--- src/rtl/clock_period_meter.sv ---
// Clock period meter: recovers period and high time of a slow square wave in clk
// cycles, and locks once consecutive periods agree within TOL.
module clock_period_meter #(
  parameter int WIDTH      = 8,
  parameter int TOL        = 1,
  parameter int LOCK_COUNT = 4
) (
  input  logic             clk,
  input  logic             reset,
  input  logic             sig_in,
  output logic [WIDTH-1:0] period,
  output logic [WIDTH-1:0] high_time,
  output logic             period_valid,
  output logic             locked,
  output logic             overflow
);

  localparam int               MW      = $clog2(LOCK_COUNT + 1);
  localparam logic [WIDTH-1:0] CNT_MAX = {WIDTH{1'b1}};
  localparam logic [WIDTH-1:0] CNT_OVF = {{(WIDTH-1){1'b1}}, 1'b0};
  localparam logic [MW-1:0]    LOCK_V  = MW'(LOCK_COUNT);
  localparam logic [WIDTH:0]   TOL_V   = (WIDTH+1)'(TOL);

  typedef enum logic [1:0] {IDLE, MEASURE, TRACK} state_t;

  function automatic logic [WIDTH-1:0] sat_inc(input logic [WIDTH-1:0] v,
                                               input logic             inc);
    if (inc && (v != CNT_MAX)) return v + WIDTH'(1);
    return v;
  endfunction

  // One extra bit keeps the signed difference exact for any pair of periods.
  function automatic logic [WIDTH:0] abs_diff(input logic [WIDTH-1:0] a,
                                              input logic [WIDTH-1:0] b);
    logic signed [WIDTH:0] d;
    d = $signed({1'b0, a}) - $signed({1'b0, b});
    return d[WIDTH] ? $unsigned(-d) : $unsigned(d);
  endfunction

  logic             s1_q, s2_q, s3_q;
  logic [WIDTH-1:0] cnt_q, cnt_d, hcnt_q, hcnt_d;
  logic [WIDTH-1:0] period_q, period_d, high_q, high_d;
  logic [MW-1:0]    match_q, match_d;
  logic             valid_q, valid_d, locked_q, locked_d, ovf_q, ovf_d;
  state_t           state_q, state_d;
  logic             rise, in_range;
  logic [WIDTH-1:0] p_meas, h_meas;

  assign rise     = s2_q & ~s3_q;
  assign p_meas   = cnt_q + WIDTH'(1);
  assign h_meas   = hcnt_q + WIDTH'(s2_q);
  assign in_range = (abs_diff(p_meas, period_q) <= TOL_V);

  always_comb begin
    cnt_d    = rise ? '0 : sat_inc(cnt_q, 1'b1);
    hcnt_d   = rise ? '0 : sat_inc(hcnt_q, s2_q);
    state_d  = state_q;
    period_d = period_q;
    high_d   = high_q;
    match_d  = match_q;
    locked_d = locked_q;
    valid_d  = 1'b0;
    ovf_d    = 1'b0;
    case (state_q)
      IDLE: begin
        if (rise) state_d = MEASURE;
      end
      MEASURE, TRACK: begin
        if (rise) begin
          period_d = p_meas;
          high_d   = h_meas;
          valid_d  = 1'b1;
          state_d  = TRACK;
          // The first captured period has nothing to compare against.
          if ((state_q == MEASURE) || !in_range) match_d = '0;
          else if (match_q != LOCK_V)            match_d = match_q + MW'(1);
          locked_d = (match_d == LOCK_V);
        end else if (cnt_q == CNT_OVF) begin
          ovf_d    = 1'b1;
          locked_d = 1'b0;
          match_d  = '0;
          state_d  = IDLE;
        end
      end
      default: state_d = IDLE;
    endcase
  end

  always_ff @(posedge clk or negedge reset) begin
    if (!reset) begin
      s1_q     <= 1'b0;
      s2_q     <= 1'b0;
      s3_q     <= 1'b0;
      cnt_q    <= '0;
      hcnt_q   <= '0;
      period_q <= '0;
      high_q   <= '0;
      match_q  <= '0;
      valid_q  <= 1'b0;
      locked_q <= 1'b0;
      ovf_q    <= 1'b0;
      state_q  <= IDLE;
    end else begin
      s1_q     <= sig_in;
      s2_q     <= s1_q;
      s3_q     <= s2_q;
      cnt_q    <= cnt_d;
      hcnt_q   <= hcnt_d;
      period_q <= period_d;
      high_q   <= high_d;
      match_q  <= match_d;
      valid_q  <= valid_d;
      locked_q <= locked_d;
      ovf_q    <= ovf_d;
      state_q  <= state_d;
    end
  end

  assign period       = period_q;
  assign high_time    = high_q;
  assign period_valid = valid_q;
  assign locked       = locked_q;
  assign overflow     = ovf_q;

endmodule

--- config.mk ---
export PLATFORM = sky130hd
export DESIGN_NAME = clock_period_meter
export DESIGN_NICKNAME = d
export VERILOG_FILES = /design/src/rtl/clock_period_meter.sv
export SDC_FILE = /design/constraint.sdc
export NUM_CORES = 1
export LEC_CHECK = 0
export CORE_ASPECT_RATIO = 1.5
export CORE_MARGIN = 2
export CORE_UTILIZATION = 25
export CTS_BUF_LIST = sky130_fd_sc_hd__clkbuf_8
export CTS_CLUSTER_SIZE = 24
export DETAILED_ROUTE_END_ITERATION = 8
export MAX_ROUTING_LAYER = met4
export SLEW_MARGIN = 10
export SYNTH_ARGS = -nofsm -noshare
export SYNTH_HDL_FRONTEND = slang
export SYNTH_SLANG_ARGS = --single-unit
export TNS_END_PERCENT = 1
--- constraint.sdc ---
create_clock -name clk -period 3.9 [get_ports clk]
set_input_delay 0.78 -clock clk [delete_from_list [all_inputs] [get_ports clk]]
set_output_delay 0.78 -clock clk [all_outputs]
set_load 0.02 [all_outputs]
# --- Word-level counts from Yosys, hierarchy flattened ---
# Index checks and enable logic that the tools add are counted.
totals:
  ff_bits: 43
  latchBits: 0
  ram_bits: 0
  romBits: 0
  input_bits: 3
  out_inout_bits: 19
  elab_cells: 67
  n_memories: 0
classes:
  n_addsub: 6
  mul: 0
  div: 0
  magnitude_cmp: 1
  eq_ne: 9
  n_shift: 0
  muxes: 26
  n_bitwise: 2
  reduce_logical: 11
op_table:
  columns: ["cell", "count"]
  rows:
  - ["$mux 8", 6]
  - ["$mux 3", 6]
  - ["$add 8x1->8 const B", 2]
  - ["$ne 8x8->1 const B", 2]
  - ["$le 9x1->1 const B", 1]
  - ["$mux 1", 9]
  - ["$mux 9", 1]
  - ["$neg 9->9", 1]
  - ["$sub 8x8->9", 1]
  - ["$add 8x1->8", 1]
  - ["$eq 8x8->1 const B", 1]
  - ["$mux 2", 3]
  - ["$ne 3x3->1 const B", 2]
  - ["$reduce_and 2->1", 3]
  - ["$reduce_bool 2->1", 3]
  - ["$pmux 2 s2", 1]
  - ["$add 3x1->3 const B", 1]
  - ["$eq 3x3->1 const B", 1]
  - ["$eq 2x1->1 const B", 1]
  - ["$eq 2x2->1 const B", 1]
  - ["$logic_not 2->1", 1]
  - ["$ne 2x2->1 const B", 1]
  - ["$reduce_or 2->1", 1]
  - ["$and 1x1->1", 1]
  - ["4 further kinds", 4]

# --- Logic depth before layout (Yosys ltp) ---
depth:
  word_depth: 12
  depth_mapped: 15
  mapped_depth_nobuf: 14

# --- Worst setup path before layout ---
# No wires, ideal clock.
synth_path:
  path_kind: "reg-to-reg"
  from: "reg cnt_q[0]"
  to: "reg locked_q (netlist: locked)"
  setup_time_ps: 66
  arrival_time_ps: 3099
  t_required_ps: 3834
  setup_slack_ps: 735
  stages_incl_launch_ff: 13
  path_buffers: 0
  period_less_slack_ps: 3165
  path_cell_list: "dfrtp_1 > ha_1 > nand2_1 > xor2_1 > inv_1 > ha_1 > nor2b_1 > a221o_1 > a211oi_4 > a211oi_1 > or4_1 > nor3b_2 > a22o_1"
synth_between:
  elab_chain_len: 12
  elab_cells_between_ends: 15
  classes_between: "3 x add/sub; 1 x order compare; 2 x eq/ne; 5 x mux; 4 x reduce/logical"
synth_rtl:
  columns: ["item", "line_no", "rtl"]
  rows:
  - ["start, declared", "41", "logic [WIDTH-1:0] cnt_q, cnt_d, hcnt_q, hcnt_d;"]
  - ["start signal, assigned", "107", "cnt_q <= cnt_d;"]
  - ["$add 8x1->8 *", "50", "assign p_meas = cnt_q + WIDTH'(1);"]
  - ["named net p_meas[4]", "47", "logic [WIDTH-1:0] p_meas, h_meas;"]
  - ["$sub 8x8->9 *", "36", "d = $signed({1'b0, a}) - $signed({1'b0, b});"]
  - ["$neg 9->9", "37", "return d[WIDTH] ? $unsigned(-d) : $unsigned(d);"]
  - ["$mux 9 *", "37", null]
  - ["$le 9x1->1 *", "52", "assign in_range = (abs_diff(p_meas, period_q) <= TOL_V);"]
  - ["$logic_not 1->1 *", "75", "if ((state_q == MEASURE) || !in_range) match_d = '0;"]
  - ["$logic_or 1x1->1 *", "75", null]
  - ["$mux 3 *", "75", null]
  - ["$mux 3 *", "69", "if (rise) begin"]
  - ["$mux 3 *", "64", "case (state_q)"]
  - ["$eq 3x3->1 *", "77", "locked_d = (match_d == LOCK_V);"]
  - ["$mux 1 *", "69", null]
  - ["end signal, assigned", "113", "locked_q <= locked_d;"]
  - ["end, declared", "44", "logic valid_q, valid_d, locked_q, locked_d, ovf_q, ovf_d;"]
# Mark *: on every way through the listed nets, which the timed path passes. The rest lies on a longest branch. The select of a mux whose other input is x is not followed.
# A chain may end at the register's enable or synchronous reset.

# --- Worst setup path after layout ---
layout_path:
  from: "reg cnt_q[0]"
  to: "reg match_q[0]"
layout_between:
  elab_chain_len: 11
  elab_cells_between_ends: 14
  classes_between: "3 x add/sub; 1 x order compare; 1 x eq/ne; 5 x mux; 4 x reduce/logical"
layout_rtl:
  columns: ["item", "line_no", "rtl"]
  rows:
  - ["$add 8x1->8 *", "50", null]
  - ["named net p_meas[4]", "47", null]
  - ["$sub 8x8->9 *", "36", null]
  - ["$neg 9->9", "37", null]
  - ["$mux 9 *", "37", null]
  - ["$le 9x1->1 *", "52", null]
  - ["$logic_not 1->1 *", "75", null]
  - ["$logic_or 1x1->1 *", "75", null]
  - ["$mux 3 *", "75", null]
  - ["$mux 3 *", "69", null]
  - ["$mux 3 *", "64", null]
  - ["$mux 3 *", "69", null]
  - ["end signal, assigned", "111", "match_q <= match_d;"]
  - ["end, declared", "43", "logic [MW-1:0] match_q, match_d;"]
# Marks and branches as above.

==> out/results.txt <==
Run status -> finished clean
Syn Area/Cell -> 9.36 um2
Initial antenna violation count -> 0
XOR/XNOR Fraction of Synth Area -> 0.0890
Yosys reg bits -> 43
Yosys warnings -> 0
Core Rows -> 45
Layout Area Growth over Synthesis -> 17.8%
First-pass GRT wire length -> 9.36 mm
CTS clk-pin slew, worst paths -> 0.08 ns
Crit path capture type -> register
Slew @ Worst Pin -> 0.977 ns
HP Class -> reg -> reg
Dominant synthesized flop cell -> dfrtp_1
Arr. time, crit path -> 3.72 ns
Placed Cells -> 437
Largest family of logic cells by synthesized area -> simple AND/OR/NAND/NOR gates
Worst relative slew slack -> 0.349
Post-Synth Simple-Gate Area -> 0.187
Top-area cell type share of the netlist area -> 0.409
Postcts setup bufs -> 0
Root Buffer -> clkbuf_8
Clk_lat worst skew -> 0.30 ns
Port bufs -> 21
Pre-antenna DRT Iters -> 5
WP data required -> 4.14 ns
# resized after CTS -> 0
Critical path class -> reg -> reg
# diodes -> 0
Synth cell types -> 49
Avg WL per Cell -> 12.5 um
Initial DRC Count -> 65
Routed wire length -> 5.53 mm
Die Span Y -> 130 um
RSZ-0062 raised after global routing -> false
H-Tree Depth -> 2
Pwr Density -> 760 nW/um2
Number of hold buffers added after cts -> 0
Minimum clock period -> 3.47 ns
LEAKAGE -> 1.36 nW
Commonest non-fill, non-tap cell in the layout -> dfrtp_1
Gr ovfl total -> 0
Sum Neg Setup Slack -> 0 ns
EDFF count, synth -> 0
I/O pins -> 22
Mapped Area -> 2630 um2
PnR Total Power -> 0.00236 W
Fin nets -> 325
CTS tree -> done
# clock sinks -> 43
Top cells by area, synth -> dfrtp_1 (41%), ha_1 (8.6%), nand2_1 (4.0%)
Clk buf depth -> 2
Sequential element share of the synthesized area -> 0.409
Post-synthesis cell count -> 281
Final worst setup slack -> 0.425 ns
Adder-Cell Fraction of Synth Area -> 0.0933
# Max-Cap Violations -> 0
# setup viols final -> 0
Mux cell area share after synthesis -> 0.0171
GRT Total Usage -> 0.107
Clk_skew -> 0.0119 ns
Final hold vios -> 0
Starting Density -> 0.258
Crit path max fanout -> 8
F_max -> 0.288 GHz
Total core area -> 10200 um2
Final cell count without fillers -> 444
# DRC -> 0
Mapped Nets -> 303
CP Launch Type -> register
Final RePlAce weighted congestion -> 0.892
Via-per-instance ratio -> 4.62
Async S/R FF share, synth -> 1.00
Largest net degree at the start of global routing -> 44
Final Max Slew Viols -> 0
Final period utilization -> 0.891
Die area -> 11400 um2
Most frequent cells in the layout -> dfrtp_1 (43), nand2_1 (28), inv_1 (25)
Layout cell share with drive strength beyond 1 -> 0.0759
DP Worst Slack -> 0.404 ns
Compound-cell area share of the yosys netlist -> 0.159
Yosys top cell by area -> dfrtp_1
Die Wd -> 87.7 um
Setup slack, reg-to-reg -> 0.43 ns
Peak supply drop -> 279 uV
Post-DRT Antenna Nets -> 0
TritonCTS Buffers -> 5
Vias in the first global route -> 2125
Hpwl dp -> 4.24 mm
Via count -> 2052
[synth_stat cells, drive strengths merged, types with 4 or more instances]
library cell,number
nor2b,4
nor2,20
nand4,4
ha,18
mux2,4
o21a,5
a21oi,13
xor2,12
dfrtp,43
a31oi,5
o21ai,20
nand2,28
xnor2,13
clkbuf,8
nand3,14
inv,24
[state kept, by name (all words and copies together) (netlist names)]
name and flops:
cnt_q 8, s2_q 1, high_time 8, period 8
hcnt_q 8, s3_q 1, s1_q 1, state_q 2
period_valid 1, overflow 1, locked 1, match_q 3
[path summary, 6_finish.rpt]
| check | endpoint | cells past startpoint | start |
|---|---|---|---|
| setup / recovery | match_q[0] | 13 | cnt_q[0] |
| hold / removal | s2_q | 0 | s1_q |
| setup reg to reg | match_q[0] | 13 | cnt_q[0] |
| hold reg to reg | s2_q | 0 | s1_q |
| max in group asynchronous | cnt_q[0] | 1 | reset |
| min in group asynchronous | s2_q | 1 | reset |
[logic make-up after synthesis]
kind of cell               count (synthesis)
AOI/OAI and AO/OA                         62
xor gates and xnor gates                  25
adders and majority gates                 19
buffers and inverters                     32
DFF                                       43
muxes                                      4
and+or+nand+nor                           96
[critical path, stage by stage, from the launching register on]
cell and delay, ns:
dfrtp_1 0.46, ha_1 0.27, nand2_1 0.10, xor2_1 0.22
inv_1 0.08, ha_1 0.38, nor2b_1 0.18, a221o_1 0.39
a211oi_4 0.23, nand2_1 0.09, mux2_1 0.32, o22ai_1 0.23
nor3b_2 0.31, a22o_1 0.17
[through the flow]
stage,hold slack (ns),area (um2),util
2_1_floorplan,0.331,2630,-
3_3_place_gp,0.336,3000,0.294
3_5_place_dp,0.337,3000,0.294
4_1_cts,0.357,3100,0.304
5_1_grt,0.373,3100,0.304
6_report,0.353,3100,0.304
[power by group]
part | switching [W] | internal, W
sequential | 0.0000657 | 0.000518
combinational | 0.000807 | 0.000629
clock | 0.000151 | 0.000185
[routing by layer]
| layer | track usage | wire, um | part of all wire |
|---|---|---|---|
| met1 | 0.109 | 2220 | 0.40 |
| met3 | 0.0191 | 191 | 0.035 |
| met4 | 0.0543 | 166 | 0.030 |
| met2 | 0.191 | 2950 | 0.53 |
| met5 | - | 0 | 0 |
[final cells by class]
cell class	count	area [um2]
fillers	1073	7090
multi-input cells	206	1430
flip-flops and latches	43	1080
repair buffers	23	220
well taps	141	176
inverters	24	90.1
clock buffers	5	68.8
clock inverters	2	33.8
Note: power is estimated with default switching activity, not from simulation.
